`src/rtl/instr_fetch_pkg.sv`:
```
// Shared types and default parameters for the instruction fetch front end.
package instr_fetch_pkg;

  typedef logic [15:0] pc_t;
  typedef logic [8:0]  inst_t;

  localparam int  AW_DEF    = 16;
  localparam int  IW_DEF    = 9;
  localparam int  DEPTH_DEF = 4;
  localparam pc_t RESET_PC  = 16'h0000;

endpackage

```
`src/rtl/instr_fetch_buf.sv`:
```
// Circular buffer of fetch slots: allocated in request order, filled in
// response order and popped in program order; flush discards every slot.
module fetch_buf
  import instr_fetch_pkg::*;
#(
  parameter int  AW    = AW_DEF,
  parameter int  IW    = IW_DEF,
  parameter int  DEPTH = DEPTH_DEF,
  localparam int PW    = $clog2(DEPTH),
  localparam int CW    = PW + 1
) (
  input  logic          clk,
  input  logic          rst_n,
  input  logic          alloc_en,
  input  logic [AW-1:0] alloc_pc,
  input  logic          fill_en,
  input  logic [IW-1:0] fill_data,
  input  logic          pop_en,
  input  logic          flush,
  output logic          head_filled,
  output logic [AW-1:0] head_pc,
  output logic [IW-1:0] head_data,
  output logic [CW-1:0] occupancy,
  output logic [CW-1:0] unfilled
);

  // Pointers carry one extra wrap bit so that full and empty differ.
  logic [CW-1:0]    alloc_ptr_q, alloc_ptr_d;
  logic [CW-1:0]    fill_ptr_q,  fill_ptr_d;
  logic [CW-1:0]    head_ptr_q,  head_ptr_d;
  logic [DEPTH-1:0] filled_q,    filled_d;
  logic [AW-1:0]    pc_q   [DEPTH];
  logic [AW-1:0]    pc_d   [DEPTH];
  logic [IW-1:0]    data_q [DEPTH];
  logic [IW-1:0]    data_d [DEPTH];

  logic [PW-1:0] alloc_idx;
  logic [PW-1:0] fill_idx;
  logic [PW-1:0] head_idx;

  assign alloc_idx = alloc_ptr_q[PW-1:0];
  assign fill_idx  = fill_ptr_q[PW-1:0];
  assign head_idx  = head_ptr_q[PW-1:0];

  assign head_filled = filled_q[head_idx];
  assign head_pc     = pc_q[head_idx];
  assign head_data   = data_q[head_idx];
  assign occupancy   = alloc_ptr_q - head_ptr_q;
  assign unfilled    = alloc_ptr_q - fill_ptr_q;

  always_comb begin
    alloc_ptr_d = alloc_ptr_q;
    fill_ptr_d  = fill_ptr_q;
    head_ptr_d  = head_ptr_q;
    filled_d    = filled_q;
    pc_d        = pc_q;
    data_d      = data_q;

    if (alloc_en) begin
      pc_d[alloc_idx]     = alloc_pc;
      filled_d[alloc_idx] = 1'b0;
      alloc_ptr_d         = alloc_ptr_q + 1'b1;
    end

    if (fill_en) begin
      data_d[fill_idx]   = fill_data;
      filled_d[fill_idx] = 1'b1;
      fill_ptr_d         = fill_ptr_q + 1'b1;
    end

    if (pop_en) begin
      filled_d[head_idx] = 1'b0;
      head_ptr_d         = head_ptr_q + 1'b1;
    end

    // A same-cycle pop still retires; everything behind it is discarded.
    if (flush) begin
      filled_d    = '0;
      alloc_ptr_d = head_ptr_d;
      fill_ptr_d  = head_ptr_d;
    end
  end

  always_ff @(posedge clk or negedge rst_n) begin
    if (!rst_n) begin
      alloc_ptr_q <= '0;
      fill_ptr_q  <= '0;
      head_ptr_q  <= '0;
      filled_q    <= '0;
      for (int i = 0; i < DEPTH; i++) begin
        pc_q[i]   <= '0;
        data_q[i] <= '0;
      end
    end else begin
      alloc_ptr_q <= alloc_ptr_d;
      fill_ptr_q  <= fill_ptr_d;
      head_ptr_q  <= head_ptr_d;
      filled_q    <= filled_d;
      pc_q        <= pc_d;
      data_q      <= data_d;
    end
  end

endmodule

```
`src/rtl/instr_fetch.sv`:
```
// Instruction fetch front end: owns the sequential fetch PC, issues in-order
// memory reads, and hands PC-tagged words to decode over valid/ready.
module instr_fetch
  import instr_fetch_pkg::*;
#(
  parameter int            AW       = AW_DEF,
  parameter int            IW       = IW_DEF,
  parameter int            DEPTH    = DEPTH_DEF,
  parameter logic [AW-1:0] RESET_PC = AW'(instr_fetch_pkg::RESET_PC)
) (
  input  logic          clk,
  input  logic          reset,
  input  logic          halt,
  input  logic          redirect_valid,
  input  logic [AW-1:0] redirect_pc,
  output logic          imem_req_valid,
  input  logic          imem_req_ready,
  output logic [AW-1:0] imem_addr,
  input  logic          imem_rsp_valid,
  input  logic [IW-1:0] imem_rsp_data,
  output logic          inst_valid,
  input  logic          inst_ready,
  output logic [IW-1:0] inst,
  output logic [AW-1:0] inst_pc
);

  localparam int          CW        = $clog2(DEPTH) + 1;
  localparam logic [CW:0] DEPTH_LIM = (CW + 1)'(DEPTH);

  logic [AW-1:0] fetch_pc_q, fetch_pc_d;
  logic [CW-1:0] drop_cnt_q, drop_cnt_d;

  logic [CW-1:0] occupancy;
  logic [CW-1:0] unfilled;
  logic [CW:0]   in_use;
  logic          head_filled;
  logic          req_fire;
  logic          fill_en;
  logic          pop_en;
  logic          rsp_owed;

  // Buffered slots plus responses still to be discarded share the DEPTH budget.
  assign in_use         = {1'b0, occupancy} + {1'b0, drop_cnt_q};
  assign imem_req_valid = reset && !halt && (in_use < DEPTH_LIM);
  assign imem_addr      = fetch_pc_q;
  assign req_fire       = imem_req_valid && imem_req_ready;

  assign inst_valid = head_filled;
  assign pop_en     = head_filled && inst_ready;
  assign fill_en    = imem_rsp_valid && !redirect_valid &&
                      (drop_cnt_q == '0) && (unfilled != '0);
  assign rsp_owed   = imem_rsp_valid && ((drop_cnt_q != '0) || (unfilled != '0));

  fetch_buf #(
    .AW    (AW),
    .IW    (IW),
    .DEPTH (DEPTH)
  ) u_buf (
    .clk         (clk),
    .rst_n       (reset),
    .alloc_en    (req_fire && !redirect_valid),
    .alloc_pc    (fetch_pc_q),
    .fill_en     (fill_en),
    .fill_data   (imem_rsp_data),
    .pop_en      (pop_en),
    .flush       (redirect_valid),
    .head_filled (head_filled),
    .head_pc     (inst_pc),
    .head_data   (inst),
    .occupancy   (occupancy),
    .unfilled    (unfilled)
  );

  // On redirect every request memory still owes us becomes a drop.
  always_comb begin
    fetch_pc_d = fetch_pc_q;
    drop_cnt_d = drop_cnt_q;
    if (req_fire) begin
      fetch_pc_d = fetch_pc_q + 1'b1;
    end
    if (redirect_valid) begin
      fetch_pc_d = redirect_pc;
      drop_cnt_d = drop_cnt_q + unfilled + CW'(req_fire) - CW'(rsp_owed);
    end else if (imem_rsp_valid && (drop_cnt_q != '0)) begin
      drop_cnt_d = drop_cnt_q - 1'b1;
    end
  end

  always_ff @(posedge clk or negedge reset) begin
    if (!reset) begin
      fetch_pc_q <= RESET_PC;
      drop_cnt_q <= '0;
    end else begin
      fetch_pc_q <= fetch_pc_d;
      drop_cnt_q <= drop_cnt_d;
    end
  end

endmodule

```
`config.mk`:
```
export PLATFORM = sky130hd
export DESIGN_NAME = instr_fetch
export DESIGN_NICKNAME = d
export VERILOG_FILES = /design/src/rtl/instr_fetch_pkg.sv /design/src/rtl/instr_fetch_buf.sv /design/src/rtl/instr_fetch.sv
export SDC_FILE = /design/constraint.sdc
export NUM_CORES = 1
export LEC_CHECK = 0
export ABC_CLOCK_PERIOD_IN_PS = 5050
export CORE_ASPECT_RATIO = 1.25
export CORE_MARGIN = 2
export CORE_UTILIZATION = 35
export DETAILED_ROUTE_END_ITERATION = 12
export SLEW_MARGIN = 25
export SYNTH_ARGS = -nofsm -noshare
export SYNTH_HDL_FRONTEND = slang
export SYNTH_SLANG_ARGS = --single-unit
```
`constraint.sdc`:
```
create_clock -name clk -period 5.05 [get_ports clk]
set_input_delay 0.7575 -clock clk [delete_from_list [all_inputs] [get_ports clk]]
set_output_delay 0.7575 -clock clk [all_outputs]
set_load 0.05 [all_outputs]
```
==> results.yml <==
outcome:
  status: "finished, final reports clean"
critical_path:
  r2r-end: "drop_cnt_q[2]$_DFFE_PN0P_"
  end_kind: "flip-flop"
  cp_max_fo: 28
  crit_slowest_cell: "and4_1"
  crit_family: "adder cells"
  cp.required_ps: 5330
  rr_worst_depth: 18
  cp.depth: 18
  critPathLaunch: "u_buf.alloc_ptr_q[0]$_DFFE_PN0P_"
  path_buf_inv: 4
  path_class: "flip-flop to flip-flop"
  crit_arrival_ps: 5030
  reg2reg_slack_ps: 300
  r2r_start: "u_buf.alloc_ptr_q[0]$_DFFE_PN0P_"
  max_stage_delay_ps: 480
  path_cells: "inv_1, ha_1, inv_1, fa_1, xor2_1, xnor2_1, ha_1, nor4_4, and4_1, inv_2, ha_1, inv_1, fa_1, fa_1, xor2_1, xnor2_1, o22ai_1, xor2_1"
  crit_path_end: "drop_cnt_q[2]$_DFFE_PN0P_"
  start_kind: "flip-flop"
synth:
  netlist_area_um2: 6580
  synth_edf_count: 0
  ys_seq_elements: 132
  synth_nets: 542
  synth_cells: 485
  postSynth.asyncResetShare_pct: 100
  yosysWarnings: 0
  synth_cell_types: 49
  syn_area_per_cell_um2: 13.6
  ys_seq_area_share_pct: 50.2
  synth-main-ff-cell: "dfrtp_1"
routing:
  dr.first_iter.drc_count: 163
  via_per_inst: 5.31
  dr.pass1.iters: 4
  routed_wl_mm: 15.3
  wl_per_cell_um: 19.1
  num_vias: 4255
  drc_errors: 0
  ant_nets: 0
clock_network:
  clk_pin_slew_worst_paths_ps: 60
  clock_sinks: 132
  post_cts_buffers: 0
  cts-resized-gates: 0
  cts_tree: "yes"
  clkLatencyLatePin_ps: 410
  postCtsHoldBufs: 0
  htreeDepth: 4
  clk_path_buf_depth: 2
  cts-root-buf: "clkbuf_16"
  cts_made_buffers: 17
grt:
  grt_usage_pct: 16.2
  grt.met3_usage_pct: 3.26
  grt.overflow.total: 0
  gr-max-usage-layer: "met2"
  grt_use_met2_pct: 28.6
  met1_usage_pct: 19.6
  antenna_found_initial: 0
  grt_pass1_vias: 4532
  grt_max_degree: 81
  grt_pass1_wl_mm: 24.7
placement:
  gp_routability_congestion: 0.781
  placed_cells: 771
  placement.io_buffers: 74
  hpwl_mm: 10.2
pwr:
  fin_total_pwr_uw: 4830
  peakVddDrop_mv: 0.325
  powerDensity_nw_per_um2: 596
  leakagePower_uw: 0.00360
finish:
  syn2layout_area_growth_pct: 23.0
  layout_commonest_cell: "dfrtp_1"
  fin_nets: 615
  layout_common_cells: "131 x dfrtp_1, 100 x mux2_2, 72 x clkdlybuf4s50_1, 25 x mux4_2, 23 x inv_1"
  nFillCells: 1722
  n_antenna_cell: 0
  regArea_um2: 3300
  stdcell_count: 802
  multi_input_area_um2: 3060
  drive_gt1_share_pct: 30.2
die:
  start_util_pct: 35.3
  die_h_um: 157
  core-area_um2: 18600
  die-area_um2: 19900
  dieWidth_um: 127
  pin_count: 75
  placementRows: 56
timing:
  fmax_mhz: 211
  hold_viol: 0
  hold_slack_ps: 488
  timing.final.crit_share_pct: 94.0
  slew_viol_final: 0
  setup_violations: 0
  max-slew-margin-rel_pct: 34.5
  fin_tns_setup_ps: 0
  min_period_ps: 4750
  tightest_slew_ps: 982
  clock_skew_ps: 8.79
  rsz0062_at_grt: "no"
min_path:
  hp-class: "input pin to async pin"
job:
  cap_violations: 0
## through the flow
step	cell area [um2]	util, %	worst slack, ps
after floorplan	6580	-	159
after global placement	7540	40.4	561
after detailed placement	7540	40.4	322
after CTS	8090	43.4	302
after global routing	8100	43.4	49.4
final	8100	43.4	301
## state kept, by name, indices dropped and copies added (netlist names)
signal,count
u_buf.data_q,36
u_buf.pc_q,64
u_buf.alloc_ptr_q,3
u_buf.filled_q,4
drop_cnt_q,3
u_buf.fill_ptr_q,3
u_buf.head_ptr_q,3
imem_addr,16
## worst min-delay path by stage
stage                               start                      endpoint  slack [ps]  cells past startpoint
6_report                            reset  u_buf.data_q[11]$_DFFE_PN0P_         490                      2
5_1_grt        u_buf.pc_q[14]$_DFFE_PN0P_    u_buf.pc_q[14]$_DFFE_PN0P_         510                      1
4_1_cts         u_buf.pc_q[7]$_DFFE_PN0P_     u_buf.pc_q[7]$_DFFE_PN0P_         490                      2
3_5_place_dp    u_buf.pc_q[7]$_DFFE_PN0P_     u_buf.pc_q[7]$_DFFE_PN0P_         480                      2
3_3_place_gp    u_buf.pc_q[7]$_DFFE_PN0P_     u_buf.pc_q[7]$_DFFE_PN0P_         460                      2
2_1_floorplan   u_buf.pc_q[7]$_DFFE_PN0P_     u_buf.pc_q[7]$_DFFE_PN0P_         440                      2
## metal layers
| metal | vias up | wire length, um |
|---|---|---|
| li1 | 1946 | - |
| met1 | 2202 | 6600 |
| met2 | 94 | 7990 |
| met3 | 13 | 518 |
| met4 | 0 | 237 |
| met5 | - | 0 |
## cell families (layout without fill, tap and decap cells)
| group | Yosys count | count (layout) | share of synthesized area (%) |
|---|---|---|---|
| AND/OR/NAND/NOR | 79 | 79 | 7.15 |
| adder cells (fa/ha/maj) | 25 | 25 | 5.21 |
| flip-flops | 132 | 132 | 50.2 |
| AO/OA/AOI/OAI | 54 | 54 | 5.66 |
| multiplexers | 132 | 132 | 26.7 |
| buffers and inverters | 51 | 136 | 3.29 |
| XOR/XNOR | 12 | 12 | 1.81 |
## cell type report
cell class / instances / share of cell area [%]
Tap cell: 232 / 3.59
Clock buffer: 22 / 5.86
Sequential cell: 132 / 40.8
Inverter: 24 / 1.11
Multi-Input combinational cell: 302 / 37.9
Clock inverter: 9 / 0.989
Timing Repair Buffer: 81 / 9.78
## synth_stat cells (all sizes together) (3+ instances only)
cell type  instances  area [um2]
or4               13        97.6
o211ai             6        50.1
ha                21         263
mux4              25         563
a31oi              9        56.3
mux2             100        1130
a221oi             3        26.3
a211oi             3        22.5
inv               24        90.1
clkbuf            14        55.1
nand4              5        31.3
and4               4        35.0
nand2             19        76.3
nor2              12        45.0
fa                 4        80.1
nand3             14        85.1
nand2b             4        25.0
xnor2              7        61.3
buf               13        71.3
xor2               4        35.0
a21oi              5        25.0
o21ai              8        40.0
mux2i              7        70.1
dfrtp            132        3300
o31ai              9        67.6
## report_power, final
group	leakage [uW]	total [uW]	switching (uW)	internal (uW)
Clock	0.000275	1150	441	710
Combinational	0.00159	2120	1200	916
Sequential	0.00173	1550	196	1360
Total	0.00360	4830	1840	2980
(Power assumes the default switching activity.)
==> RTL change 1, RTL diff (same flow settings) <==
Reset style: synchronous (`reset` and `rst_n`), changed in 2 clocked blocks.
--- a/src/rtl/instr_fetch_buf.sv
+++ b/src/rtl/instr_fetch_buf.sv
@@ -82,5 +82,5 @@
   end
 
-  always_ff @(posedge clk or negedge rst_n) begin
+  always_ff @(posedge clk) begin
     if (!rst_n) begin
       alloc_ptr_q <= '0;
--- a/src/rtl/instr_fetch.sv
+++ b/src/rtl/instr_fetch.sv
@@ -87,5 +87,5 @@
   end
 
-  always_ff @(posedge clk or negedge reset) begin
+  always_ff @(posedge clk) begin
     if (!reset) begin
       fetch_pc_q <= RESET_PC;
Behaviour: differs if reset is asserted again (counterexample within 4 cycles, from zero or initial values and one cycle with reset low); with reset held inactive, the same outputs for 4 cycles.
==> RTL change 1 against the original RTL <==
Synthesized area decreased by 1.5%; hold slack got worse by 9.6 ps; setup slack improved by 310 ps; sequential cell count unchanged; clock skew increased by 0.56 ps; routed wire length increased by 5.0%; maximum frequency increased by 7.0%; synthesized cell count increased by 31%; cell area decreased by 0.90%; count of clock-buffer cells in the layout decreased by 4; highest routed layer unchanged.
Power is not compared: it rests on default switching activity, and its combinational part moved more than twofold at a synthesized area within 25%.
==> RTL change 1: results (changes against the original RTL) <==
Critical-path top delay cell=ha_1; mux cell area share after synthesis=0.2509 (-0.01628); number of fill cells=1705 (-0.99%); cell area after placement=7395 um^2 (-1.9%); GPL Wtd Cong=0.7715 (-1.3%); WL met2=8.571 mm (+7.2%); FF-to-FF End=drop_cnt_q[2]; Worst R2R Setup Slack=610 ps (+310 ps); post-synthesis xor/xnor area fraction=0.01834 (+0.0002823); Buffers, non-clock=84 (+3.7%); static leakage=between 3 and 4 nW; Clock buffer cells=18 (-18%); non-clock inverter count in the final layout=26 (+8.3%); r2r startpoint=u_buf.alloc_ptr_q[0]; register area share after synthesis=0.4076 (-0.09407); post-DP HPWL=10.78 mm (+6.1%); GRT Total Usage=0.1694 (+0.007816); max_slew headroom=0.3766 (+0.03189); Vias=4936 (+16%); ys async rst share=0 (-1.000); Crit path largest cell delay=420 ps (-60 ps); fraction of area in multi-input gates=0.4431 (+0.06456); multi-input gate count=435 (+44%); WL met1=6.704 mm (+1.6%); Placed Cells=905 (+17%); router iterations before antenna repair=5 (+1); largest net degree at the start of global routing=76 (-6.2%); Syn Nets=694 (+28%); buffering overhead=0.1014 (+0.003536); nets=753 (+22%); Syn Inst Count=637 (+31%); Die Span X=125.7 um (-0.75%); first-pass GRT wire length=26.25 mm (+6.3%); Clk pin slew, worst setup/hold paths=60 ps (about the same); initial drt markers=244 (+50%); ratio of cells with drive above 1 in the final layout=0.1114 (-0.1903); drt wl/cell=17.20 um (-10%); vias in the first global route=5077 (+12%); synth top area cells=dfxtp_1 (41%), mux2i_1 (16%), mux4_2 (8.7%), nor2_1 (6.5%), ha_1 (4.1%); clock network share of area=0.07829 (+0.009821); ys flop type=dfxtp_1; commonest cells in the netlist=dfxtp_1 (132), nor2_1 (112), mux2i_1 (104), clkbuf_1 (28); Worst Path Arrival=4790 ps (-240 ps); adder-cell area share of the yosys netlist=0.05289 (+0.0008141); post-synthesis compound-gate area fraction=0.07566 (+0.01903); Worst Skew=9.352 ps (+0.5602 ps); Avg Vias per Cell=5.268 (-0.71%); outcome=finished clean; crit-path max FO=12 (-57%); HP Class=register to register; Yosys cell types=55 (+12%)
[RTL change 1: changes by cell type after synthesis, sizes merged, moves of 6 or more]
| cell | unedited run | this run |
|---|---|---|
| mux2i | 7 | 104 |
| dfxtp | 0 | 132 |
| nor2 | 12 | 112 |
| o31ai | 9 | 2 |
| nor4 | 1 | 7 |
| o21ai | 8 | 17 |
| mux2 | 100 | 2 |
| dfrtp | 132 | 0 |
| nor3 | 0 | 7 |
| or4 | 13 | 2 |
| clkbuf | 14 | 28 |
[RTL change 1: power breakdown]
group	total (mW)	switching [mW]	internal, mW	leakage [nW]
combinational	0.441	0.261	0.180	2.23
clock	1.31	0.478	0.832	0.306
sequential	1.12	0.0485	1.07	1.07
[RTL change 1: worst max path at each step]
stage | cells past startpoint | from | endpoint
after floorplan | 17 | u_buf.head_ptr_q[1] | drop_cnt_q[2]
after global placement | 17 | u_buf.alloc_ptr_q[0] | drop_cnt_q[2]
after detailed placement | 17 | u_buf.alloc_ptr_q[0] | drop_cnt_q[2]
after CTS | 17 | u_buf.alloc_ptr_q[0] | drop_cnt_q[2]
after global routing | 17 | u_buf.alloc_ptr_q[0] | drop_cnt_q[2]
final | 17 | u_buf.alloc_ptr_q[0] | drop_cnt_q[2]
[RTL change 1: stage by stage]
step	util	worst slack, ps	hold slack, ps
after floorplan	-	586.0	444.2
after global placement	0.4086	851.0	462.4
after detailed placement	0.4086	653.9	460.2
after CTS	0.4433	587.1	475.0
after global routing	0.4433	309.5	506.0
final	0.4433	611.5	478.6
[RTL change 1: per-layer routing]
layer	vias up	GRT usage
li1	2400	-
met4	0	0.05926
met5	-	0
met1	2426	0.1973
met2	91	0.3037
met3	19	0.03978
==> RTL change 2, RTL diff (config.mk and constraints unchanged) <==
Without the edit above. `AW_DEF`: 16 -> 15.
--- a/src/rtl/instr_fetch_pkg.sv
+++ b/src/rtl/instr_fetch_pkg.sv
@@ -5,5 +5,5 @@
   typedef logic [8:0]  inst_t;
 
-  localparam int  AW_DEF    = 16;
+  localparam int  AW_DEF    = 15;
   localparam int  IW_DEF    = 9;
   localparam int  DEPTH_DEF = 4;
Ports: changed (resized imem_addr, inst_pc and redirect_pc); port bits go from 75 to 72. No check against the original RTL was run, so the function may have changed too.
==> RTL change 2 against the original RTL <==
Cell area fell by 1.8%; setup slack improved by 280 ps; synthesized area fell by 3.5%; total power rose by 2.5%; utilization rose by 0.81 points; sequential cell count fell by 5; first-iteration DRC count rose by 20%; routed wire length fell by 0.53%; count of clock-buffer cells in the layout fell by 3; largest cell class unchanged.
==> RTL change 2: results (changes against the original RTL) <==
maximum vdd ir drop=0.0003744 V (+15%); cell area after placement=7331 um^2 (-2.7%); Syn-to-layout area delta=25.04%; Vias=4197 (-1.4%); nets=607 (-1.3%); commonest cells in the netlist=dfrtp_1 (127), mux2_2 (92), nand2_1 (29), mux4_2 (24), ha_1 (21); HP Class=register to register; vias in the first global route=4502 (-0.66%); drt wl/cell=19.27 um (+0.73%); reg2reg path depth=19 (+1); Avg Vias per Cell=5.299 (-0.12%); Worst R2R Setup Slack=580 ps (+280 ps); postcts setup bufs=0 (unchanged); outcome=finished clean; initial drt markers=195 (+20%); post-DP HPWL=10.16 mm (about the same); first-pass GRT wire length=24.75 mm (+0.28%); ratio of cells with drive above 1 in the final layout=0.3032 (+0.001437); Largest register FFs=60 (-6.3%); synth top area cells=dfrtp_1 (50%), mux2_2 (16%), mux4_2 (8.5%), ha_1 (4.1%), nand2_1 (1.7%); static leakage=3.546 nW (-1.4%); Synth Area per Inst=13.35 um^2 (-1.6%); GPL Wtd Cong=0.8272 (+5.9%); Critical-path top delay cell=dfrtp_1; WHS=484.1 ps (-4.091 ps); dpl ws=597.9 ps (+275.8 ps); Worst Path Arrival=4800 ps (-230 ps); Yosys cell types=49 (unchanged); Worst Skew=8.807 ps (+0.01599 ps); GRT Total Usage=0.1657 (+0.004183); max_slew headroom=0.4950 (+0.1503); FF-to-FF End=drop_cnt_q[2]; port buffer count=71 (-4.1%); Syn Nets=532 (-1.8%)
==> RTL change 2: cell type report <==
class | count | share of cell area
multi-input combinational | 299 | 0.3752
timing repair buffer | 83 | 0.1009
tap | 228 | 0.03589
clock buffer | 19 | 0.05699
sequential | 127 | 0.4000
inverter | 23 | 0.01086
clock inverter | 13 | 0.02015
==> RTL change 2: kinds of logic after synthesis <==
logic type,Yosys count,share of synthesized area
AOI/OAI and AO/OA,48,0.05571
DFF,127,0.5000
adders and majority gates,25,0.05394
xor gates and xnor gates,12,0.01870
muxes,125,0.2622
and+or+nand+nor,89,0.07854
buffers and inverters,50,0.03091
==> RTL change 2: worst max-delay path by stage <==
stage | from | endpoint | slack, ps | cells after the start
after global routing | u_buf.alloc_ptr_q[0] | drop_cnt_q[2] | 260 | 19
after global placement | u_buf.alloc_ptr_q[0] | drop_cnt_q[2] | 730 | 19
final | u_buf.alloc_ptr_q[0] | drop_cnt_q[2] | 580 | 19
after floorplan | u_buf.head_ptr_q[1] | drop_cnt_q[2] | 350 | 19
after detailed placement | u_buf.alloc_ptr_q[0] | drop_cnt_q[2] | 600 | 19
after CTS | u_buf.alloc_ptr_q[0] | drop_cnt_q[2] | 580 | 19
==> RTL change 2: report_power, final <==
| part | switching (mW) | internal, mW |
|---|---|---|
| registers | 0.209 | 1.33 |
| clock network | 0.461 | 0.801 |
| logic | 1.20 | 0.945 |
==> RTL change 2: metal layers <==
layer | vias to the layer above | track usage | wire length, um
met5 | - | 0 | 0
met4 | 0 | 0.05886 | 361
met3 | 26 | 0.04358 | 704
met2 | 122 | 0.2946 | 7841
met1 | 2129 | 0.1933 | 6358
li1 | 1920 | - | -
==> RTL change 2: worst min-delay path, stage by stage (launching register included) <==
cell,delay (ps)
dfrtp_1,340
nand2_1,40
o21ai_0,60
